File: config.mk
export PLATFORM = sky130hd
export DESIGN_NAME = maria_bus_arbiter
export DESIGN_NICKNAME = d
export VERILOG_FILES = /design/src/rtl/maria_bus_arbiter_pkg.sv /design/src/rtl/maria_bus_arbiter_cpu_cycle_counter.sv /design/src/rtl/maria_bus_arbiter.sv
export SDC_FILE = /design/constraint.sdc
export NUM_CORES = 1
export LEC_CHECK = 0
export CORE_AREA = 8 8 45 47
export CTS_CLUSTER_SIZE = 8
export DETAILED_ROUTE_END_ITERATION = 8
export DIE_AREA = 0 0 53 55
export PLACE_DENSITY = 0.69
export SLEW_MARGIN = 15
export SYNTH_ARGS = -nofsm -noshare
export SYNTH_HDL_FRONTEND = slang
export SYNTH_SLANG_ARGS = --single-unit
File: constraint.sdc
create_clock -name sysclock -period 3.58 [get_ports sysclock]
set_input_delay 0.716 -clock sysclock [delete_from_list [all_inputs] [get_ports sysclock]]
set_output_delay 0.716 -clock sysclock [all_outputs]
set_load 0.01 [all_outputs]
File: src/rtl/maria_bus_arbiter_pkg.sv
// Shared types and defaults for the MARIA / 6502 bus arbiter.
// Holds the arbiter state encoding, the counter width and the
// default CPU-cycle latencies used by the top level.
package maria_bus_arbiter_pkg;

    // Bus ownership phases; the encoding is exported on arb_state.
    typedef enum logic [1:0] {
        ARB_IDLE      = 2'd0,
        ARB_HALT_WAIT = 2'd1,
        ARB_DMA       = 2'd2,
        ARB_RELEASE   = 2'd3
    } arb_state_t;

    localparam int unsigned ARB_CNT_W            = 3;
    localparam int unsigned HALT_LATENCY_DEFAULT = 2;
    localparam int unsigned RELEASE_GAP_DEFAULT  = 1;

    // Convert a cycle-count parameter into a counter load value.
    // Out-of-range values are pinned to 1..7 so the counter can never be
    // loaded with zero (which would stall a counting state) or overflow.
    function automatic logic [ARB_CNT_W-1:0] arb_cycles(input int unsigned cycles);
        logic [ARB_CNT_W-1:0] value;
        if (cycles < 32'd1) begin
            value = 3'd1;
        end else if (cycles > 32'd7) begin
            value = 3'd7;
        end else begin
            value = cycles[ARB_CNT_W-1:0];
        end
        return value;
    endfunction

endpackage

File: src/rtl/maria_bus_arbiter_cpu_cycle_counter.sv
// Down-counter of CPU bus cycles used by the arbiter while it waits
// between halting the CPU and granting the bus, and between returning
// the bus and releasing the CPU. Loads take priority over decrements
// and the count saturates at zero instead of wrapping.
module cpu_cycle_counter
    import maria_bus_arbiter_pkg::*;
(
    input  logic                 clk,
    input  logic                 rst,
    input  logic                 load,
    input  logic [ARB_CNT_W-1:0] load_value,
    input  logic                 dec,
    output logic                 zero,
    output logic                 at_one
);

    logic [ARB_CNT_W-1:0] count_r;

    // Count register: load, decrement on a CPU-cycle strobe, never wrap.
    always_ff @(posedge clk or posedge rst) begin
        if (rst) begin
            count_r <= 3'd0;
        end else if (load) begin
            count_r <= load_value;
        end else if (dec && (count_r != 3'd0)) begin
            count_r <= count_r - 3'd1;
        end else begin
            count_r <= count_r;
        end
    end

    assign zero   = (count_r == 3'd0);
    assign at_one = (count_r == 3'd1);

endmodule

File: src/rtl/maria_bus_arbiter.sv
// MARIA / 6502 system bus arbiter.
// Halts the CPU on a bus-cycle boundary, waits a fixed number of CPU
// cycles, grants MARIA the address bus for its DMA burst, then hands the
// bus back and releases the CPU after a second fixed gap. A separate
// WSYNC latch holds CPU RDY low from a WSYNC write until the next line.
module maria_bus_arbiter
    import maria_bus_arbiter_pkg::*;
#(
    parameter int unsigned HALT_LATENCY = HALT_LATENCY_DEFAULT,
    parameter int unsigned RELEASE_GAP  = RELEASE_GAP_DEFAULT
) (
    input  logic       sysclock,
    input  logic       reset,
    input  logic       cpu_cycle_end,
    input  logic       dma_req,
    input  logic       dma_done,
    input  logic       deassert_ready,
    input  logic       line_start,
    output logic       halt_b,
    output logic       ready,
    output logic       drive_AB,
    output logic [1:0] arb_state
);

    localparam logic [ARB_CNT_W-1:0] HALT_LOAD    = arb_cycles(HALT_LATENCY);
    localparam logic [ARB_CNT_W-1:0] RELEASE_LOAD = arb_cycles(RELEASE_GAP);

    arb_state_t           state_r;
    arb_state_t           state_next_s;
    logic                 halt_b_r;
    logic                 halt_b_next_s;
    logic                 drive_ab_r;
    logic                 drive_ab_next_s;
    logic                 wsync_hold_r;
    logic                 wsync_hold_next_s;
    logic                 ready_r;
    logic                 cnt_load_s;
    logic [ARB_CNT_W-1:0] cnt_load_value_s;
    logic                 cnt_dec_s;
    logic                 cnt_zero_s;
    logic                 cnt_at_one_s;

    cpu_cycle_counter u_cpu_cycle_counter (
        .clk        (sysclock),
        .rst        (reset),
        .load       (cnt_load_s),
        .load_value (cnt_load_value_s),
        .dec        (cnt_dec_s),
        .zero       (cnt_zero_s),
        .at_one     (cnt_at_one_s)
    );

    // Next-state and next-output logic for the bus ownership sequence.
    // The final strobe of a wait both empties the counter and moves the
    // state, so the output edge lands one clock after that strobe.
    always_comb begin
        state_next_s     = state_r;
        halt_b_next_s    = halt_b_r;
        drive_ab_next_s  = drive_ab_r;
        cnt_load_s       = 1'b0;
        cnt_load_value_s = 3'd0;
        cnt_dec_s        = 1'b0;
        case (state_r)
            ARB_IDLE: begin
                drive_ab_next_s = 1'b0;
                if (cpu_cycle_end && dma_req) begin
                    state_next_s     = ARB_HALT_WAIT;
                    halt_b_next_s    = 1'b0;
                    cnt_load_s       = 1'b1;
                    cnt_load_value_s = HALT_LOAD;
                end else begin
                    halt_b_next_s    = 1'b1;
                end
            end
            ARB_HALT_WAIT: begin
                halt_b_next_s = 1'b0;
                // A withdrawn request aborts before the bus is ever granted.
                if (!dma_req) begin
                    state_next_s     = ARB_RELEASE;
                    drive_ab_next_s  = 1'b0;
                    cnt_load_s       = 1'b1;
                    cnt_load_value_s = RELEASE_LOAD;
                end else if (cpu_cycle_end) begin
                    cnt_dec_s = 1'b1;
                    if (cnt_at_one_s || cnt_zero_s) begin
                        state_next_s    = ARB_DMA;
                        drive_ab_next_s = 1'b1;
                    end else begin
                        drive_ab_next_s = 1'b0;
                    end
                end else begin
                    drive_ab_next_s = 1'b0;
                end
            end
            ARB_DMA: begin
                halt_b_next_s = 1'b0;
                if (dma_done) begin
                    state_next_s     = ARB_RELEASE;
                    drive_ab_next_s  = 1'b0;
                    cnt_load_s       = 1'b1;
                    cnt_load_value_s = RELEASE_LOAD;
                end else begin
                    drive_ab_next_s  = 1'b1;
                end
            end
            ARB_RELEASE: begin
                drive_ab_next_s = 1'b0;
                if (cpu_cycle_end) begin
                    cnt_dec_s = 1'b1;
                    if (cnt_at_one_s || cnt_zero_s) begin
                        state_next_s  = ARB_IDLE;
                        halt_b_next_s = 1'b1;
                    end else begin
                        halt_b_next_s = 1'b0;
                    end
                end else begin
                    halt_b_next_s = 1'b0;
                end
            end
            default: begin
                state_next_s    = ARB_IDLE;
                halt_b_next_s   = 1'b1;
                drive_ab_next_s = 1'b0;
            end
        endcase
    end

    // Arbiter state and bus-control output registers.
    always_ff @(posedge sysclock or posedge reset) begin
        if (reset) begin
            state_r    <= ARB_IDLE;
            halt_b_r   <= 1'b1;
            drive_ab_r <= 1'b0;
        end else begin
            state_r    <= state_next_s;
            halt_b_r   <= halt_b_next_s;
            drive_ab_r <= drive_ab_next_s;
        end
    end

    // WSYNC hold: a set on the same clock as a line start wins, so the
    // CPU stays held until the line after.
    always_comb begin
        if (deassert_ready) begin
            wsync_hold_next_s = 1'b1;
        end else if (line_start) begin
            wsync_hold_next_s = 1'b0;
        end else begin
            wsync_hold_next_s = wsync_hold_r;
        end
    end

    // WSYNC hold latch and the registered CPU RDY derived from it.
    always_ff @(posedge sysclock or posedge reset) begin
        if (reset) begin
            wsync_hold_r <= 1'b0;
            ready_r      <= 1'b1;
        end else begin
            wsync_hold_r <= wsync_hold_next_s;
            ready_r      <= ~wsync_hold_next_s;
        end
    end

    assign halt_b    = halt_b_r;
    assign drive_AB  = drive_ab_r;
    assign ready     = ready_r;
    assign arb_state = state_r;

endmodule

Word level (Yosys, flattened, before mapping)
Index checks and enable logic that the tools add are counted.

Bits of input ports: 7. Flip-flop bits (word level): 9. Logic and storage cells: 58. Output and inout bits: 5.

Bitwise operators: 1. Reduce and logical (&&, ||, !) cells: 10. Add/sub/neg operators: 1. Multiplexer cells: 30. Eq/ne operators: 10.

Operators by type and width (number): $mux 2 (8); $mux 1 (14); $pmux 1 s3 (3); $ne 2x2->1 const B (4); $pmux 2 s4 (1); $mux 3 (2); $ne 3x3->1 const B (2); $pmux 2 s3 (1); $reduce_and 6->1 (1); $eq 2x2->1 const B (2); $reduce_or 2->1 (2); $eq 3x1->1 const B (1); $logic_not 3->1 (1); $reduce_bool 3->1 (1); $sub 3x1->3 const B (1); $eq 2x1->1 const B (1); $logic_and 1x1->1 (2); $logic_not 2->1 (1); $pmux 1 s2 (1); $reduce_bool 2->1 (1); $logic_or 1x1->1 (1); $not 1->1 (1).

Longest topological paths before layout
Gate-level depths: netlist of run 1.

Depth after elaboration: 6. Gate-level depth with buffers: 6. Mapped depth without buffers: 6.

Hierarchy
From an unflattened synthesis of run 1, not the netlist that was laid out.

Cells, all modules: 66. Area, all modules: 649.4 µm².

By module, submodules not included: maria_bus_arbiter (cells each 40, times used 1, area an instance 420.4 µm², sequential area each 152.6 µm²); cpu_cycle_counter (cells each 26, times used 1, area an instance 229.0 µm², sequential area each 75.1 µm²).

Least setup slack after synthesis of run 1
Ideal clock, no wire load.

Path kind: register to register. From: reg state_r[1] (netlist: arb_state[1]). To: reg u_cpu_cycle_counter.count_r[1]. Clock period less this slack: 1640 ps. Path buffers: 0. Slack: 1940 ps. Required time: 3505 ps. Arrival: 1565 ps. Setup time: 75 ps. Cell stages (with the launch flop): 7. Cell sequence: dfrtp_1 > inv_1 > ha_1 > a21o_2 > and3b_4 > mux2_4 > o21bai_2.

Cells in the longest elaborated chain, start to end: 4. Elaborated cells between the ends (all ways): 10. Classes of those cells: 3 x eq/ne; 4 x mux; 3 x reduce/logical.

Ends and longest elaborated chain: start: declaration (RTL line maria_bus_arbiter.sv:28) `arb_state_t state_r;`; start signal: assignment (RTL line maria_bus_arbiter.sv:135) `state_r <= state_next_s;`; $eq 2x2->1 or $eq 2x1->1 (tied branches) (RTL line maria_bus_arbiter.sv:63) `case (state_r)`; $pmux 1 s2 (RTL line maria_bus_arbiter.sv:63); $logic_and 1x1->1 (RTL line maria_bus_arbiter_cpu_cycle_counter.sv:25) `end else if (dec && (count_r != 3'd0)) begin`; $reduce_bool 2->1 (no line); end signal: assignment (RTL line maria_bus_arbiter_cpu_cycle_counter.sv:24) `count_r <= load_value;`; end signal: assignment (RTL line maria_bus_arbiter_cpu_cycle_counter.sv:26) `count_r <= count_r - 3'd1;`; end signal: assignment (RTL line maria_bus_arbiter_cpu_cycle_counter.sv:28) `count_r <= count_r;`; end: declaration (RTL line maria_bus_arbiter_cpu_cycle_counter.sv:17) `logic [ARB_CNT_W-1:0] count_r;`.

Several ways; a longest one is shown, not always the timed one. A chain may end at the register's enable or synchronous reset.

Final worst setup path of run 1
From: reg state_r[1] (netlist: arb_state[1]). To: out arb_state[1].

RTL lines: end: declaration (RTL line maria_bus_arbiter.sv:22) `output logic [1:0] arb_state`.

No word-level cell between the ends.

==> results of run 1 <==
## layout make-up
class / instances / area, sq um / area share [%]
tap: 16 / 20.0 / 2.76
sequential: 9 / 228 / 31.4
clock buffer: 4 / 26.3 / 3.63
multi-input combinational: 35 / 307 / 42.3
inverter: 9 / 33.8 / 4.66
timing repair buffer: 11 / 110 / 15.2
## path summary, 6_finish.rpt
check | from | slack, ns | endpoint
max | arb_state[1] | 1.58 | arb_state[1]
min | wsync_hold_r | 0.47 | wsync_hold_r
max reg2reg | arb_state[1] | 1.88 | u_cpu_cycle_counter.count_r[1]
min reg2reg | wsync_hold_r | 0.47 | wsync_hold_r
max in group asynchronous | reset | 2.55 | halt_b
min in group asynchronous | reset | 0.73 | wsync_hold_r
## metal layers
metal  track usage [%]  vias up  wire [um]
met5                 0        -          0
met4              3.88        0          0
met3              2.41        0         28
met2              15.0        5        563
met1              8.55      199        439
li1                  -      211          -
## stage by stage
stage | total power [W] | instances | hold WS [ns] | util, % | instance area (sq um)
4_1_cts | 0.000579 | 84 | 0.477 | 52.4 | 724
3_5_place_dp | 0.000500 | 80 | 0.463 | 50.5 | 698
3_3_place_gp | 0.000499 | 80 | 0.459 | 50.5 | 698
2_1_floorplan | 0.000405 | 53 | 0.445 | - | 568
5_1_grt | 0.000631 | 84 | 0.499 | 52.4 | 724
6_report | 0.000571 | 84 | 0.469 | 52.4 | 724
## cells in the final DEF (no fill, tap or decap), types with 2 or more instances in the layout
cell type        count
a21o_1               2
a21oi_1              2
clkbuf_4             3
clkdlybuf4s50_1     11
dfrtp_1              7
dfstp_2              2
ha_1                 8
inv_1                9
nand2_1              4
nand2b_1             2
## synth_stat cells
library cell / instances / area [sq um]
o2bb2ai_1: 1 / 8.76
ha_1: 8 / 100
nor2b_1: 1 / 6.26
a21o_1: 2 / 15.0
a21o_2: 1 / 8.76
a21oi_1: 2 / 10.0
xnor2_1: 1 / 8.76
dfstp_2: 2 / 52.6
o22ai_1: 1 / 6.26
nand2b_1: 2 / 12.5
mux2_4: 1 / 15.0
nand2_1: 4 / 15.0
a221oi_1: 1 / 8.76
inv_1: 9 / 33.8
dfrtp_1: 7 / 175
o21bai_1: 1 / 7.51
o21ai_1: 1 / 5.00
o21ai_0: 1 / 5.00
a21bo_2: 1 / 10.0
mux2_2: 1 / 11.3
nor2_1: 1 / 3.75
a2111oi_2: 1 / 15.0
and4b_1: 1 / 10.0
and3b_4: 1 / 12.5
o21bai_2: 1 / 11.3
## flip-flops by register name, summed over array words and instances (netlist names)
register / cells
u_cpu_cycle_counter.count_r: 3
arb_state: 2
drive_AB: 1
halt_b: 1
ready: 1
wsync_hold_r: 1
## kinds of logic (layout without fill, tap and decap cells)
group           count (synthesis)  count (layout)  share of synthesized area (%)
simple gates                   10              10                           10.6
xor+xnor                        1               1                           1.54
fa+ha+maj                       8               8                           17.6
compound gates                 14              14                           19.6
flops                           9               9                           40.1
buf+inv                         9              24                           5.95
mux                             2               2                           4.62
## power groups by stage
stage | clock [W] | sequential, W | combinational, W
finish | 0.0000751 | 0.000175 | 0.000321
global route | 0.0000851 | 0.000183 | 0.000363
CTS | 0.0000781 | 0.000176 | 0.000326
detailed placement | 0 | 0.000177 | 0.000323
global placement | 0 | 0.000177 | 0.000321
floorplan | 0 | 0.000182 | 0.000222
## worst register-to-register path, cell delays in order, from the launching register on
cell	delay [ns]
dfrtp_1	0.45
inv_1	0.09
ha_1	0.24
a21o_2	0.25
and3b_4	0.20
mux2_4	0.30
o21bai_2	0.10
==> results.json, run 1 <==
{
  "path_clk_slew_ns": 0.06,
  "synth.cell_area_sq_um": 568,
  "fin_crit_ns": 2.00,
  "comb_power_share_pct": 56.2,
  "p_int_w": 0.000361,
  "ys_seq_area_share_pct": 40.1,
  "yosys_warnings": 0,
  "hold_depth": 1,
  "maxCapViolCount": 0,
  "drtIter0Drc": 8,
  "die_area_sq_mm": 0.00292,
  "initial_core_util_pct": 41.0,
  "switchingPower_w": 0.000210,
  "rows": 14,
  "synth.distinct_cells": 25,
  "hold_class": "reg -> reg",
  "clock_skew_ns": 0.00665,
  "power_frac_seq_pct": 30.7,
  "ant_nets": 0,
  "holdBufCountCts": 0,
  "reg2regPathDepth": 6,
  "power_leakage_nw": 0.354,
  "cts-root-buf": "clkbuf_4",
  "avgViaCountPerCell": 4.94,
  "grt_pass1_wl_mm": 1.77,
  "grt_use_total_pct": 8.26,
  "dp_slack_ns": 1.41,
  "tns_ns": 0,
  "portBuffers": 11,
  "antenna_found_initial": 0,
  "dr.pass1.iters": 4,
  "cpPeakStageDelay_ns": 0.58,
  "layout_setup_ws_ns": 1.58,
  "area_growth_pct": 27.5,
  "layout-drive-gt1-share_pct": 17.6,
  "fmax_mhz": 499,
  "rsz0062_at_grt": "false",
  "cts.sinks": 9,
  "ys_seq_elements": 9,
  "hpwl_um": 810,
  "vias": 415,
  "grt_pass1_vias": 428,
  "crit_arrival_ns": 1.29,
  "cts_resized": 0,
  "fill_cells": 140,
  "fp.dieW_um": 53,
  "crit_path_top_delay_cell": "clkdlybuf4s50_1",
  "max_slew_margin_pct": 76.6,
  "min_period_over_period_pct": 55.9,
  "cellPowerDensity_mw_per_mm2": 788,
  "wirelength_mm": 1.03,
  "finalSetupViolations": 0,
  "cp_max_fo": 7,
  "coreArea_sq_mm": 0.00138,
  "crit_required_ns": 2.86,
  "startpoint_type": "flip-flop",
  "tightest_slew_ns": 0.351,
  "gp_congestion": 0.773,
  "clkLatencyLatePin_ns": 0.25,
  "die_h_um": 55,
  "num_io_pins": 12,
  "h-tree-depth": 1,
  "avgSynthCellArea_sq_um": 10.7,
  "crit_chain": "clkdlybuf4s50_1",
  "power_frac_clock_pct": 13.2,
  "diodes": 0,
  "hold_viol": 0,
  "syn_nets": 68,
  "postSynthCellCount": 53,
  "overflow": 0,
  "status": "complete, no violations",
  "critical_path_buf_inv_count": 1,
  "end_kind": "output pin",
  "cts_tree": "built",
  "grt_max_degree": 10,
  "clk_path_buf_depth": 2,
  "fin_nets": 84,
  "cts_inserted_buffers": 3,
  "wire_per_inst_um": 12.3,
  "route.detailed.drc": 0,
  "postCtsSetupBuffers": 0,
  "critical_path.top_delay_family": "buffers and inverters",
  "slew_violations": 0,
  "swShare_pct": 36.7,
  "cp.depth": 1,
  "path_class": "reg -> out",
  "peakVddDrop_mv": 0.430
}
(Power assumes the default switching activity.)
==> run 2, diff against run 1 <==
clock period = 1.85 ns   (was 3.58 ns; I/O delays follow)
==> run 2 against run 1 <==
  * Utilization is 0.54 points higher
  * Non-clock buffer count rose by 1
  * Clock skew is 0.0048 ns lower
  * Setup slack worse by 1.5 ns
  * Sequential power is 91% higher
  * Via count fell by 2.9%
  * Critical path type unchanged
  * Critical endpoint unchanged
  * Largest cell class unchanged
  * Highest routed layer unchanged
==> results.json, run 2 (synthesis gave the netlist of run 1 again) <==
{
  "layout-drive-gt1-share_pct": 18.8,
  "overflow": 0,
  "finalSetupViolations": 0,
  "layout_setup_ws_ns": 0.118,
  "vias": 403,
  "fin_nets": 85,
  "tightest_slew_ns": 0.346,
  "die_area_sq_mm": 0.00292,
  "cts_tree": "built",
  "holdBufCountCts": 0,
  "status": "complete, no violations",
  "grt_pass1_wl_mm": 1.64,
  "rows": 14,
  "initial_core_util_pct": 41.0,
  "grt_pass1_vias": 388,
  "num_io_pins": 12,
  "peakVddDrop_mv": 0.827,
  "largest_reg_flops": 3,
  "maxCapViolCount": 0,
  "crit_arrival_ns": 1.36,
  "reg2regPathDepth": 6,
  "crit_required_ns": 1.48,
  "die_h_um": 55,
  "power_leakage_nw": 0.359,
  "dr.pass1.iters": 4,
  "dp_slack_ns": 0.0277,
  "path_clk_slew_ns": 0.06,
  "min_period_over_period_pct": 93.6,
  "cts_inserted_buffers": 3,
  "rrSetupSlack_ns": 0.17,
  "r2r_start": "arb_state[1]",
  "cp_max_fo": 5,
  "clock_skew_ns": 0.00183,
  "timing.rr.end": "u_cpu_cycle_counter.count_r[1]",
  "h-tree-depth": 1,
  "wire_per_inst_um": 11.8,
  "final_cell_mix": "clkdlybuf4s50_1, inv_1, ha_1, dfrtp_1, nand2_1",
  "hold_class": "in -> async",
  "p_total_w": 0.00112,
  "coreArea_sq_mm": 0.00138,
  "path_class": "reg -> out",
  "area_growth_pct": 28.9,
  "grt_max_degree": 10,
  "ant_nets": 0,
  "tns_ns": 0,
  "drtIter0Drc": 4,
  "clkLatencyLatePin_ns": 0.25,
  "antenna_found_initial": 0,
  "final_common_cell": "clkdlybuf4s50_1",
  "diodes": 0,
  "slew_violations": 0,
  "hold_viol": 0,
  "rsz0062_at_grt": "false",
  "startpoint_type": "flip-flop",
  "fmax_mhz": 577,
  "cts-root-buf": "clkbuf_4",
  "fp.dieW_um": 53,
  "top_register": "u_cpu_cycle_counter.count_r",
  "cellPowerDensity_mw_per_mm2": 1530,
  "wirelength_mm": 1.00,
  "clk_path_buf_depth": 2,
  "grt_use_total_pct": 7.77,
  "fill_cells": 141,
  "max_slew_margin_pct": 76.9,
  "postCtsSetupBuffers": 0,
  "cts.sinks": 9,
  "end_kind": "output pin",
  "cts_resized": 0,
  "hpwl_um": 841,
  "gp_congestion": 0.765,
  "avgViaCountPerCell": 4.74,
  "route.detailed.drc": 0,
  "fin_crit_ns": 1.73,
  "portBuffers": 11
}
-- run 2: changes by cell type in the layout (fill, tap and decap cells not counted) --
cell / change
buf_4: +1
-- run 2: area by class of cell --
class                      count  area, sq um  area share [%]
clock buffer                   4         26.3            3.59
inverter                       9         33.8            4.62
multi-input combinational     35          307            41.9
sequential                     9          228            31.1
tap                           16         20.0            2.74
timing repair buffer          12          118            16.1
-- run 2: where the power goes --
group          internal, W  leakage [nW]  switching (W)
clock            0.0000827        0.0150      0.0000628
combinational     0.000350         0.238       0.000289
sequential        0.000279         0.105      0.0000565
total             0.000712         0.359       0.000408
-- run 2: layer usage --
layer / vias to the layer above / wire [um] / track usage, % / share of wire, %
met5: - / 0 / 0 / 0
met4: 0 / 0 / 3.88 / 0
met3: 0 / 59 / 3.48 / 5.9
met2: 5 / 534 / 13.1 / 53
met1: 184 / 410 / 8.09 / 41
li1: 214 / - / - / -
-- run 2: how the worst max path moves through the flow --
stage                             from                        endpoint
final                     arb_state[1]                    arb_state[1]
after global routing      arb_state[0]                    arb_state[1]
after CTS                 arb_state[1]                    arb_state[1]
after detailed placement       dma_req  u_cpu_cycle_counter.count_r[2]
after global placement         dma_req  u_cpu_cycle_counter.count_r[2]
after floorplan           arb_state[1]  u_cpu_cycle_counter.count_r[1]
-- run 2: stage by stage --
| stage | cells | cell area (sq um) | hold slack, ns | utilization [%] |
|---|---|---|---|---|
| 6_report | 85 | 732 | 0.364 | 52.9 |
| 5_1_grt | 85 | 732 | 0.393 | 52.9 |
| 4_1_cts | 85 | 732 | 0.371 | 52.9 |
| 3_5_place_dp | 81 | 706 | 0.462 | 51.0 |
| 3_3_place_gp | 81 | 706 | 0.459 | 51.0 |
| 2_1_floorplan | 53 | 568 | 0.196 | - |
-- run 2: critical path: stages, from the launching register on --
cell and delay [ns]:
dfrtp_1 0.43, buf_4 0.15, clkdlybuf4s50_1 0.53
